File: config.mk
export PLATFORM = sky130hd
export DESIGN_NAME = uart_rx_hex2axis
export DESIGN_NICKNAME = d
export VERILOG_FILES = /design/src/rtl/uart_rx_hex2axis.sv
export SDC_FILE = /design/constraint.sdc
export NUM_CORES = 1
export LEC_CHECK = 0
export BUFFER_PORTS_ARGS = -buffer_cell sky130_fd_sc_hd__buf_2
export CELL_PAD_IN_SITES_DETAIL_PLACEMENT = 2
export CELL_PAD_IN_SITES_GLOBAL_PLACEMENT = 2
export CORE_MARGIN = 3
export CORE_UTILIZATION = 48
export CTS_CLUSTER_DIAMETER = 200
export DETAILED_ROUTE_END_ITERATION = 7
export PLACE_DENSITY_LB_ADDON = 0.1
export SLEW_MARGIN = 20
export SYNTH_ARGS = -nofsm -noshare
export SYNTH_HDL_FRONTEND = slang
export SYNTH_SLANG_ARGS = --single-unit
File: constraint.sdc
create_clock -name aclk -period 5.72 [get_ports aclk]
set_clock_uncertainty 0.2 [all_clocks]
set_input_delay 0.286 -clock aclk [delete_from_list [all_inputs] [get_ports aclk]]
set_output_delay 0.286 -clock aclk [all_outputs]
set_load 0.01 [all_outputs]
File: src/rtl/uart_rx_hex2axis.sv
// uart_rx_hex2axis: receives 8N1 UART bytes carrying ASCII hex text and emits
// one AXI-stream word per hex token. A line end marks the last word of a line
// (tlast). A one-word lookahead lets the line end tag the final word.
// Ports:
//   aclk, aresetn        clock, asynchronous active-low reset
//   uart_rx              asynchronous serial input, idle high
//   tvalid/tready/tlast/tdata  AXI-stream master (first-word-fall-through FIFO)
//   frame_err            1-cycle pulse: stop bit sampled low, byte dropped
//   char_err             1-cycle pulse: byte is not hex, separator or line end
//   ovf_err              1-cycle pulse: word dropped because the FIFO was full
module uart_rx_hex2axis #(
  parameter int unsigned CLK_DIV    = 434,
  parameter int unsigned DATA_WIDTH = 32,
  parameter int unsigned FIFO_ASIZE = 4
) (
  input  logic                  aclk,
  input  logic                  aresetn,
  input  logic                  uart_rx,
  output logic                  tvalid,
  input  logic                  tready,
  output logic                  tlast,
  output logic [DATA_WIDTH-1:0] tdata,
  output logic                  frame_err,
  output logic                  char_err,
  output logic                  ovf_err
);

  localparam int unsigned TOK_DIGITS = (DATA_WIDTH + 3) / 4;
  localparam int unsigned HALF       = CLK_DIV / 2;
  localparam int unsigned CW         = $clog2(CLK_DIV);
  localparam int unsigned DCW        = $clog2(TOK_DIGITS + 1);
  localparam int unsigned FA         = FIFO_ASIZE;
  localparam int unsigned DEPTH      = 1 << FIFO_ASIZE;
  localparam int unsigned FULL       = DEPTH - 1;

  typedef enum logic [1:0] {IDLE, START, DATA, STOP} rx_state_e;

  // Receiver state
  logic            rx_meta_q, rx_sync_q, rx_prev_q;
  rx_state_e       state_q, state_d;
  logic [CW-1:0]   cnt_q, cnt_d;
  logic [2:0]      bit_q, bit_d;
  logic [7:0]      shreg_q, shreg_d;
  logic [7:0]      byte_q, byte_d;
  logic            byte_valid_q, byte_valid_d;
  logic            frame_err_q, frame_err_d;

  // Parser state
  logic [DATA_WIDTH-1:0] acc_q, acc_d, pdata_q, pdata_d;
  logic [DCW-1:0]        dcnt_q, dcnt_d;
  logic                  pend_q, pend_d, flush_q, flush_d;
  logic                  char_err_q, char_err_d;
  logic                  push;
  logic [DATA_WIDTH:0]   wword;

  // FIFO state; entry layout is {last, data}
  logic [DATA_WIDTH:0]   mem_q [DEPTH];
  logic [FA-1:0]         wr_q, wr_d, rd_q, rd_d, count_q, count_d, remain;
  logic                  pop, push_ok;
  logic                  tvalid_q, ovf_err_q;
  logic [DATA_WIDTH:0]   head_q, head_d;

  // Receiver next-state: start re-check at half bit, then full-bit sampling
  always_comb begin
    state_d      = state_q;
    cnt_d        = cnt_q;
    bit_d        = bit_q;
    shreg_d      = shreg_q;
    byte_d       = byte_q;
    byte_valid_d = 1'b0;
    frame_err_d  = 1'b0;
    unique case (state_q)
      IDLE: begin
        cnt_d = '0;
        if (rx_prev_q && !rx_sync_q) state_d = START;
      end
      START: begin
        if (cnt_q == CW'(HALF - 1)) begin
          cnt_d   = '0;
          bit_d   = '0;
          state_d = rx_sync_q ? IDLE : DATA;
        end else cnt_d = cnt_q + CW'(1);
      end
      DATA: begin
        if (cnt_q == CW'(CLK_DIV - 1)) begin
          cnt_d   = '0;
          shreg_d = {rx_sync_q, shreg_q[7:1]};
          bit_d   = bit_q + 3'd1;
          if (bit_q == 3'd7) state_d = STOP;
        end else cnt_d = cnt_q + CW'(1);
      end
      STOP: begin
        if (cnt_q == CW'(CLK_DIV - 1)) begin
          cnt_d   = '0;
          state_d = IDLE;
          if (rx_sync_q) begin
            byte_valid_d = 1'b1;
            byte_d       = shreg_q;
          end else frame_err_d = 1'b1;
        end else cnt_d = cnt_q + CW'(1);
      end
      default: state_d = IDLE;
    endcase
  end

  // Parser: a line end completes the token this cycle and flushes the
  // pending word with tlast on the next cycle, so at most one push per cycle.
  always_comb begin
    logic       is_hex;
    logic [3:0] hval;
    acc_d      = acc_q;
    dcnt_d     = dcnt_q;
    pend_d     = pend_q;
    pdata_d    = pdata_q;
    flush_d    = 1'b0;
    char_err_d = 1'b0;
    push       = 1'b0;
    wword      = {1'b0, pdata_q};
    is_hex     = 1'b0;
    hval       = '0;
    if (byte_q >= 8'h30 && byte_q <= 8'h39) begin
      is_hex = 1'b1; hval = 4'(byte_q - 8'h30);
    end else if (byte_q >= 8'h41 && byte_q <= 8'h46) begin
      is_hex = 1'b1; hval = 4'(byte_q - 8'h37);
    end else if (byte_q >= 8'h61 && byte_q <= 8'h66) begin
      is_hex = 1'b1; hval = 4'(byte_q - 8'h57);
    end
    if (flush_q) begin
      if (pend_q) begin
        push   = 1'b1;
        wword  = {1'b1, pdata_q};
        pend_d = 1'b0;
      end
    end else if (byte_valid_q) begin
      if (is_hex) begin
        acc_d = DATA_WIDTH'({acc_q, hval});
        if (dcnt_q != DCW'(TOK_DIGITS)) dcnt_d = dcnt_q + DCW'(1);
      end else if (byte_q == 8'h20 || byte_q == 8'h09 || byte_q == 8'h2C ||
                   byte_q == 8'h0A || byte_q == 8'h0D) begin
        if (dcnt_q != '0) begin
          push    = pend_q;
          pdata_d = acc_q;
          pend_d  = 1'b1;
        end
        acc_d   = '0;
        dcnt_d  = '0;
        flush_d = (byte_q == 8'h0A || byte_q == 8'h0D);
      end else begin
        char_err_d = 1'b1;
        acc_d      = '0;
        dcnt_d     = '0;
      end
    end
  end

  // FIFO control; a pop in the same cycle frees the slot for a push when full
  always_comb begin
    pop     = tvalid_q & tready;
    push_ok = push & ((count_q != FA'(FULL)) | pop);
    wr_d    = wr_q + FA'(push_ok);
    rd_d    = rd_q + FA'(pop);
    count_d = count_q + FA'(push_ok) - FA'(pop);
    remain  = count_q - FA'(pop);
    head_d  = head_q;
    if (count_d != '0) head_d = (remain == '0) ? wword : mem_q[rd_d];
  end

  // FIFO storage needs no reset; the pointers define what is valid
  always_ff @(posedge aclk) begin
    if (push_ok) mem_q[wr_q] <= wword;
  end

  // State registers
  always_ff @(posedge aclk or negedge aresetn) begin
    if (!aresetn) begin
      rx_meta_q    <= 1'b1;
      rx_sync_q    <= 1'b1;
      rx_prev_q    <= 1'b1;
      state_q      <= IDLE;
      cnt_q        <= '0;
      bit_q        <= '0;
      shreg_q      <= '0;
      byte_q       <= '0;
      byte_valid_q <= 1'b0;
      frame_err_q  <= 1'b0;
      acc_q        <= '0;
      dcnt_q       <= '0;
      pend_q       <= 1'b0;
      pdata_q      <= '0;
      flush_q      <= 1'b0;
      char_err_q   <= 1'b0;
      wr_q         <= '0;
      rd_q         <= '0;
      count_q      <= '0;
      tvalid_q     <= 1'b0;
      head_q       <= '0;
      ovf_err_q    <= 1'b0;
    end else begin
      rx_meta_q    <= uart_rx;
      rx_sync_q    <= rx_meta_q;
      rx_prev_q    <= rx_sync_q;
      state_q      <= state_d;
      cnt_q        <= cnt_d;
      bit_q        <= bit_d;
      shreg_q      <= shreg_d;
      byte_q       <= byte_d;
      byte_valid_q <= byte_valid_d;
      frame_err_q  <= frame_err_d;
      acc_q        <= acc_d;
      dcnt_q       <= dcnt_d;
      pend_q       <= pend_d;
      pdata_q      <= pdata_d;
      flush_q      <= flush_d;
      char_err_q   <= char_err_d;
      wr_q         <= wr_d;
      rd_q         <= rd_d;
      count_q      <= count_d;
      tvalid_q     <= (count_d != '0);
      head_q       <= head_d;
      ovf_err_q    <= push & ~push_ok;
    end
  end

  assign tvalid    = tvalid_q;
  assign tlast     = head_q[DATA_WIDTH];
  assign tdata     = head_q[DATA_WIDTH-1:0];
  assign frame_err = frame_err_q;
  assign char_err  = char_err_q;
  assign ovf_err   = ovf_err_q;

endmodule
After elaboration in Yosys (flattened, before gate mapping)
Memory sizes are Yosys's and may differ from the RTL's.
Index checks and enable logic that the tools add are counted.
- multipliers: 0
- $lt $le $gt $ge: 6
- mux-type cells: 52
- shift operators: 0
- eq/ne operators: 20
- bitwise operators: 7
- reductions and logical operators: 27
- add/subtract/negate cells: 11
- div/mod/pow operators: 0
- operators by type and width (cell ; number):
    33-bit two-way mux ; 3
    32-bit two-way mux ; 1
    1-bit two-way mux ; 30
    9-bit case mux with 3 select lines ; 1
    8-bit by 4-bit equality test with 1-bit output (second input constant) ; 3
    4-bit two-way mux ; 5
    9-bit two-way mux ; 2
    8-bit by 6-bit equality test with 1-bit output (second input constant) ; 2
    8-bit by 7-bit greater-or-equal comparator with 1-bit output (second input constant) ; 2
    8-bit by 7-bit <= comparator with 1-bit output (second input constant) ; 2
    4-bit by 1-bit adder with 4-bit output ; 3
    2-bit two-way mux ; 6
    2-bit inequality test (second input constant) ; 6
    5-bit AND reduction ; 2
    9-bit by 1-bit adder with 9-bit output (second input constant) ; 1
    9-bit by 8-bit equality test with 1-bit output (second input constant) ; 1
    9-bit equality test (second input constant) ; 1
    3-bit AND reduction ; 3
    8-bit by 6-bit greater-or-equal comparator with 1-bit output (second input constant) ; 1
    8-bit by 6-bit <= comparator with 1-bit output (second input constant) ; 1
    4-bit inequality test (second input constant) ; 2
    2-bit case mux with 4 select lines ; 1
    2-bit nonzero test ; 4
    4-bit nonzero test ; 2
    other kinds (22) ; 38
- bits of input ports: 4
- memory bits (writable): 528
- register bits: 153
- memories: 1
- word-level logic and storage cells: 146
- output and inout port bits: 37
- ROM bits: 0
- latch bits: 0
- memories (memory ; words ; bits a word ; read ports ; clocked after Yosys merged registers in ; write ports ; line ; source):
    mem_q ; 16 ; 33 ; 1 ; 0 ; 1 ; 57 ; logic [DATA_WIDTH:0] mem_q [DEPTH];

Longest topological paths before layout
- depth after elaboration: 13
- gate-level depth with buffers: 15
- gate-level depth less buffers: 14

Least setup slack after synthesis
No wires, ideal clock.
- path type: register -> register
- start point: register byte_q[0]
- end point: memory mem_q[5][0] (netlist bit), enable pin
- arrival time: 3.650 ns
- buffers on the path: 0
- data required time: 5.056 ns
- period minus slack after synthesis: 4.314 ns
- stages on the path, launching flop included: 8
- setup slack: 1.406 ns
- path through: dfrtp_1 > inv_1 > ha_1 > nor2b_1 > o21ai_0 > a21oi_1 > o2111ai_1 > nor3_1
- cells in the longest elaborated chain, start to end: 12
- elaborated cells on any way between the ends: 28
- those cells by class: order compare: 6; eq/ne: 5; mux: 9; bitwise: 1; reduce/logical: 7
- ends and longest elaborated chain (what ; line ; source):
    from (decl) ; 44 ; logic [7:0] byte_q, byte_d;
    from (signal assigned) ; 206 ; byte_q <= byte_d;
    branches (longest 6 deep; another with 8-bit by 7-bit greater-or-equal comparator with 1-bit output) ; - ;
    1-bit two-way mux (*) ; 135 ; if (is_hex) begin
    1-bit two-way mux (*) ; 134 ; end else if (byte_valid_q) begin
    1-bit two-way mux (*) ; 128 ; if (flush_q) begin
    1-bit bitwise AND (*) ; 159 ; push_ok = push & ((count_q != FA'(FULL)) | pop);
    1-bit two-way mux (*) ; 170 ; if (push_ok) mem_q[wr_q] <= wword;
    1-bit two-way mux (implied by the code) (*) ; 170 ;
    to (decl) ; 57 ;
Every way passes the cells marked *.

Final worst setup path
- start point: register byte_q[0]
- end point: register head_q[29]
- cells in the longest elaborated chain, start to end: 13
- elaborated cells on any way between the ends: 29
- those cells by class: add/sub: 2; order compare: 6; eq/ne: 5; mux: 7; bitwise: 1; reduce/logical: 8
- ends and longest elaborated chain (what ; line ; source):
    branches (longest 6 deep; another with 8-bit by 7-bit greater-or-equal comparator with 1-bit output) ; - ;
    1-bit two-way mux (*) ; 135 ;
    1-bit two-way mux (*) ; 134 ;
    1-bit two-way mux (*) ; 128 ;
    1-bit bitwise AND (*) ; 159 ;
    4-bit by 1-bit adder with 4-bit output (*) ; 162 ; count_d = count_q + FA'(push_ok) - FA'(pop);
    4-bit by 1-bit subtractor with 4-bit output (*) ; 162 ;
    4-bit nonzero test (*) ; 165 ; if (count_d != '0) head_d = (remain == '0) ? wword : mem_q[rd_d];
    to (signal assigned) ; 196 ; head_q <= '0;
    to (signal assigned) ; 219 ; head_q <= head_d;
    to (decl) ; 61 ; logic [DATA_WIDTH:0] head_q, head_d;
Marks and branches as above.
A chain may end at the register's enable or synchronous reset.

==> impl_metrics.env <==
export IMPL_ctsResizeCount=0
export IMPL_hpwlAfterDp_um=45900
export IMPL_start_util=0.488
export IMPL_drt_vias_per_instance=6.32
export IMPL_place_port_buffers=40
export IMPL_status="completed"
export IMPL_slew_headroom=0.320
export IMPL_start_kind="flop"
export IMPL_cts_buffers=72
export IMPL_slowest_stage="a41o_2"
export IMPL_path_buf_inv=2
export IMPL_area_growth_pct=14.5
export IMPL_final_common_cell="edfxtp_1"
export IMPL_grt_first_pass_wirelength_um=122000
export IMPL_dr_first_iter_drc_count=1465
export IMPL_grt_max_degree=104
export IMPL_async_reset_ff_frac=0.225
export IMPL_numClockSinks=681
export IMPL_synth_cell_types=57
export IMPL_path_max_fanout=31
export IMPL_post_route_period_util=0.884
export IMPL_placed_cells=2318
export IMPL_clock_fmax_mhz=198
export IMPL_syn_nets=1605
export IMPL_insertedDiodeCount=0
export IMPL_p_leak_uw=0.0124
export IMPL_fillers=4784
export IMPL_worstMarginPinSlew_ns=1.02
export IMPL_crit_chain="inv_1 > ha_1 > nor2b_1 > o21ai_0 > a21oi_1 > o21ai_0 > nand2_1 > ha_1 > and3b_1 > or4_4 > a41o_2 > buf_4 > or4_1 > o311ai_0"
export IMPL_crit_family="compound AO/OA/AOI/OAI gates"
export IMPL_hold_path_class="in2reg"
export IMPL_drc=0
export IMPL_antenna_found_initial=1
export IMPL_crit_type="reg2reg"
export IMPL_avgSynthCellArea_um2=17.1
export IMPL_final_nets=1674
export IMPL_powerDensity_nw_per_um2=470
export IMPL_vdd_ir_drop_worst_v=0.000294
export IMPL_die_x_um=243
export IMPL_syn_area_um2=27000
export IMPL_yosysSeqAreaShare=0.729
export IMPL_io_pins=41
export IMPL_grtUsageTotal=0.282
export IMPL_synth_edf_count=528
export IMPL_slew_violations=0
export IMPL_yosysWarnings=0
export IMPL_yosys_register_bits=681
export IMPL_dieArea_um2=59200
export IMPL_drt_wl_total_um=81700
export IMPL_rows=86
export IMPL_crit_required_ns=5.97
export IMPL_clk_pin_slew_ns=0.06
export IMPL_core_area_um2=55400
export IMPL_hold_viol_final=0
export IMPL_grt_overflow_total=0
export IMPL_utilization=0.558
export IMPL_cap_viol_max_count=0
export IMPL_rsz0062_at_grt="no"
export IMPL_gp_congestion=0.771
export IMPL_synthCells=1579
export IMPL_h_tree_depth=3
export IMPL_clk_path_buf_depth=3
export IMPL_drive_above_1_share=0.204
export IMPL_fp_dieH_um=243
export IMPL_layout_cells_non_filler=2453
export IMPL_drt_wirelength_per_cell_um=33.3
export IMPL_final_cell_mix="edfxtp_1 (528), dfrtp_1 (150), mux2i_1 (132), clkbuf_16 (77), o21ai_0 (71)"
export IMPL_cts_tree="built"
export IMPL_crit_path_max_incr_delay_ns=0.55
export IMPL_dr_pass1_iters=7
export IMPL_dr_total_vias=15500
export IMPL_arrival_ns=5.30
export IMPL_clk_latency_ns=0.61
export IMPL_dp_slack_ns=0.669
export IMPL_grt_pass1_vias=17600
export IMPL_setup_viol_count_final=0
export IMPL_tns_ns=0
export IMPL_end_kind="flop"
export IMPL_layout_min_cycle_time_ns=5.06
export IMPL_root_buffer="clkbuf_16"
export IMPL_antenna_left=0
export IMPL_synth_ff_type="edfxtp_1"
export IMPL_setup_slack_ns=0.663
-- cell usage after synthesis, types with 2 or more instances --
master     instances  area (um^2)
edfxtp_1         528        15900
nor3_1             9         45.0
and3b_1            2         17.5
o31ai_1            2         15.0
o21ai_0           71          355
dfrtp_1          150         3750
a21oi_1           10         50.1
nor4bb_1           3         30.0
nor2b_1            8         50.1
nand2_1           71          267
nand4_1           35          219
mux2i_1          132         1320
buf_1              6         22.5
nand3_1           13         65.1
or4_1             32          240
buf_2             25          125
o311ai_0          22          193
nor3b_1            2         15.0
nor2_1            64          240
clkbuf_1          63          236
xor2_1             8         70.1
and4b_1            2         20.0
nand2b_1           6         37.5
dfstp_2            3         78.8
ha_1              21          263
o2111ai_1          5         43.8
a31oi_1            2         12.5
mux2_2            48          541
xnor2_1            9         78.8
mux4_2            68         1530
a21boi_0          31          233
o311ai_1          11         96.3
and2_1             5         31.3
a22oi_1           33          248
nand4b_1           3         26.3
o211ai_1           2         15.0
buf_6              2         22.5
inv_1             20         75.1
a22o_1            34          298
-- cell families after synthesis --
| family | after synthesis | synth area share |
|---|---|---|
| AO/OA/AOI/OAI | 231 | 0.0607 |
| buffers and inverters | 117 | 0.0181 |
| multiplexers | 248 | 0.126 |
| adder cells (fa/ha/maj) | 22 | 0.0105 |
| XOR/XNOR | 17 | 0.00551 |
| flip-flops | 681 | 0.729 |
| AND/OR/NAND/NOR | 263 | 0.0509 |
-- what timing repair did --
item	CTS	global route
endpoints found under the hold margin	100	0
hold buffers	2	0
setup buffers	0	0
-- per-layer routing --
layer	share of wire	up-vias	GRT usage
met2	0.51	603	0.479
met4	0.036	2	0.109
met1	0.40	8324	0.367
met5	0.00015	-	0
li1	-	6389	-
met3	0.056	188	0.0440
-- flip-flops by register name, indices dropped and copies added (netlist names), 3 cells and up, named ones only --
| name | flops |
|---|---|
| bit_q | 3 |
| wr_q | 4 |
| cnt_q | 9 |
| head_q | 33 |
| rd_q | 4 |
| mem_q | 528 |
| byte_q | 8 |
| acc_q | 32 |
| pdata_q | 32 |
| shreg_q | 8 |
| count_q | 4 |
| dcnt_q | 4 |
-- path summary, 6_finish.rpt --
path                                       start                     end  slack (ns)  depth (start not counted)
min reg2reg                  rx_meta_q$_DFF_PN1_     rx_sync_q$_DFF_PN1_        0.16                          0
min                                       tready       ovf_err$_DFF_PN0_        0.05                          4
max reg2reg                byte_q[0]$_DFFE_PN0P_  head_q[29]$_DFFE_PN0P_        0.66                         14
min in group asynchronous                aresetn     frame_err$_DFF_PN0_        0.16                          2
max in group asynchronous                aresetn  head_q[11]$_DFFE_PN0P_        3.74                          3
max                        byte_q[0]$_DFFE_PN0P_  head_q[29]$_DFFE_PN0P_        0.66                         14
-- where the power goes --
part           switching, uW  internal, uW
clock                   1980          2770
combinational           2680          1500
sequential               166          5430
total                   4820          9710
-- tightest hold or removal path, stage by stage --
cell and delay, ns:
buf_2 0.08, nand2_1 0.09, nand4_1 0.25, nor2_1 0.08
-- area by class of cell --
type	count	area, um^2	share of cell area
tap	748	936	0.0302
clock inverter	25	259	0.00837
multi-input combinational	781	7060	0.228
sequential	681	19700	0.636
timing repair buffer	92	795	0.0257
clock buffer	106	2130	0.0687
inverter	20	75.1	0.00243
-- through the flow --
stage	instance area [um^2]	hold WS, ns	power (uW)
6_report	30900	0.0457	14500
3_5_place_dp	28500	0.148	9840
4_1_cts	30900	0.0282	14600
2_1_floorplan	27000	-0.210	8250
5_1_grt	30900	0.101	15100
3_3_place_gp	28400	0.148	9640
Power figures use the tool's default switching activity.
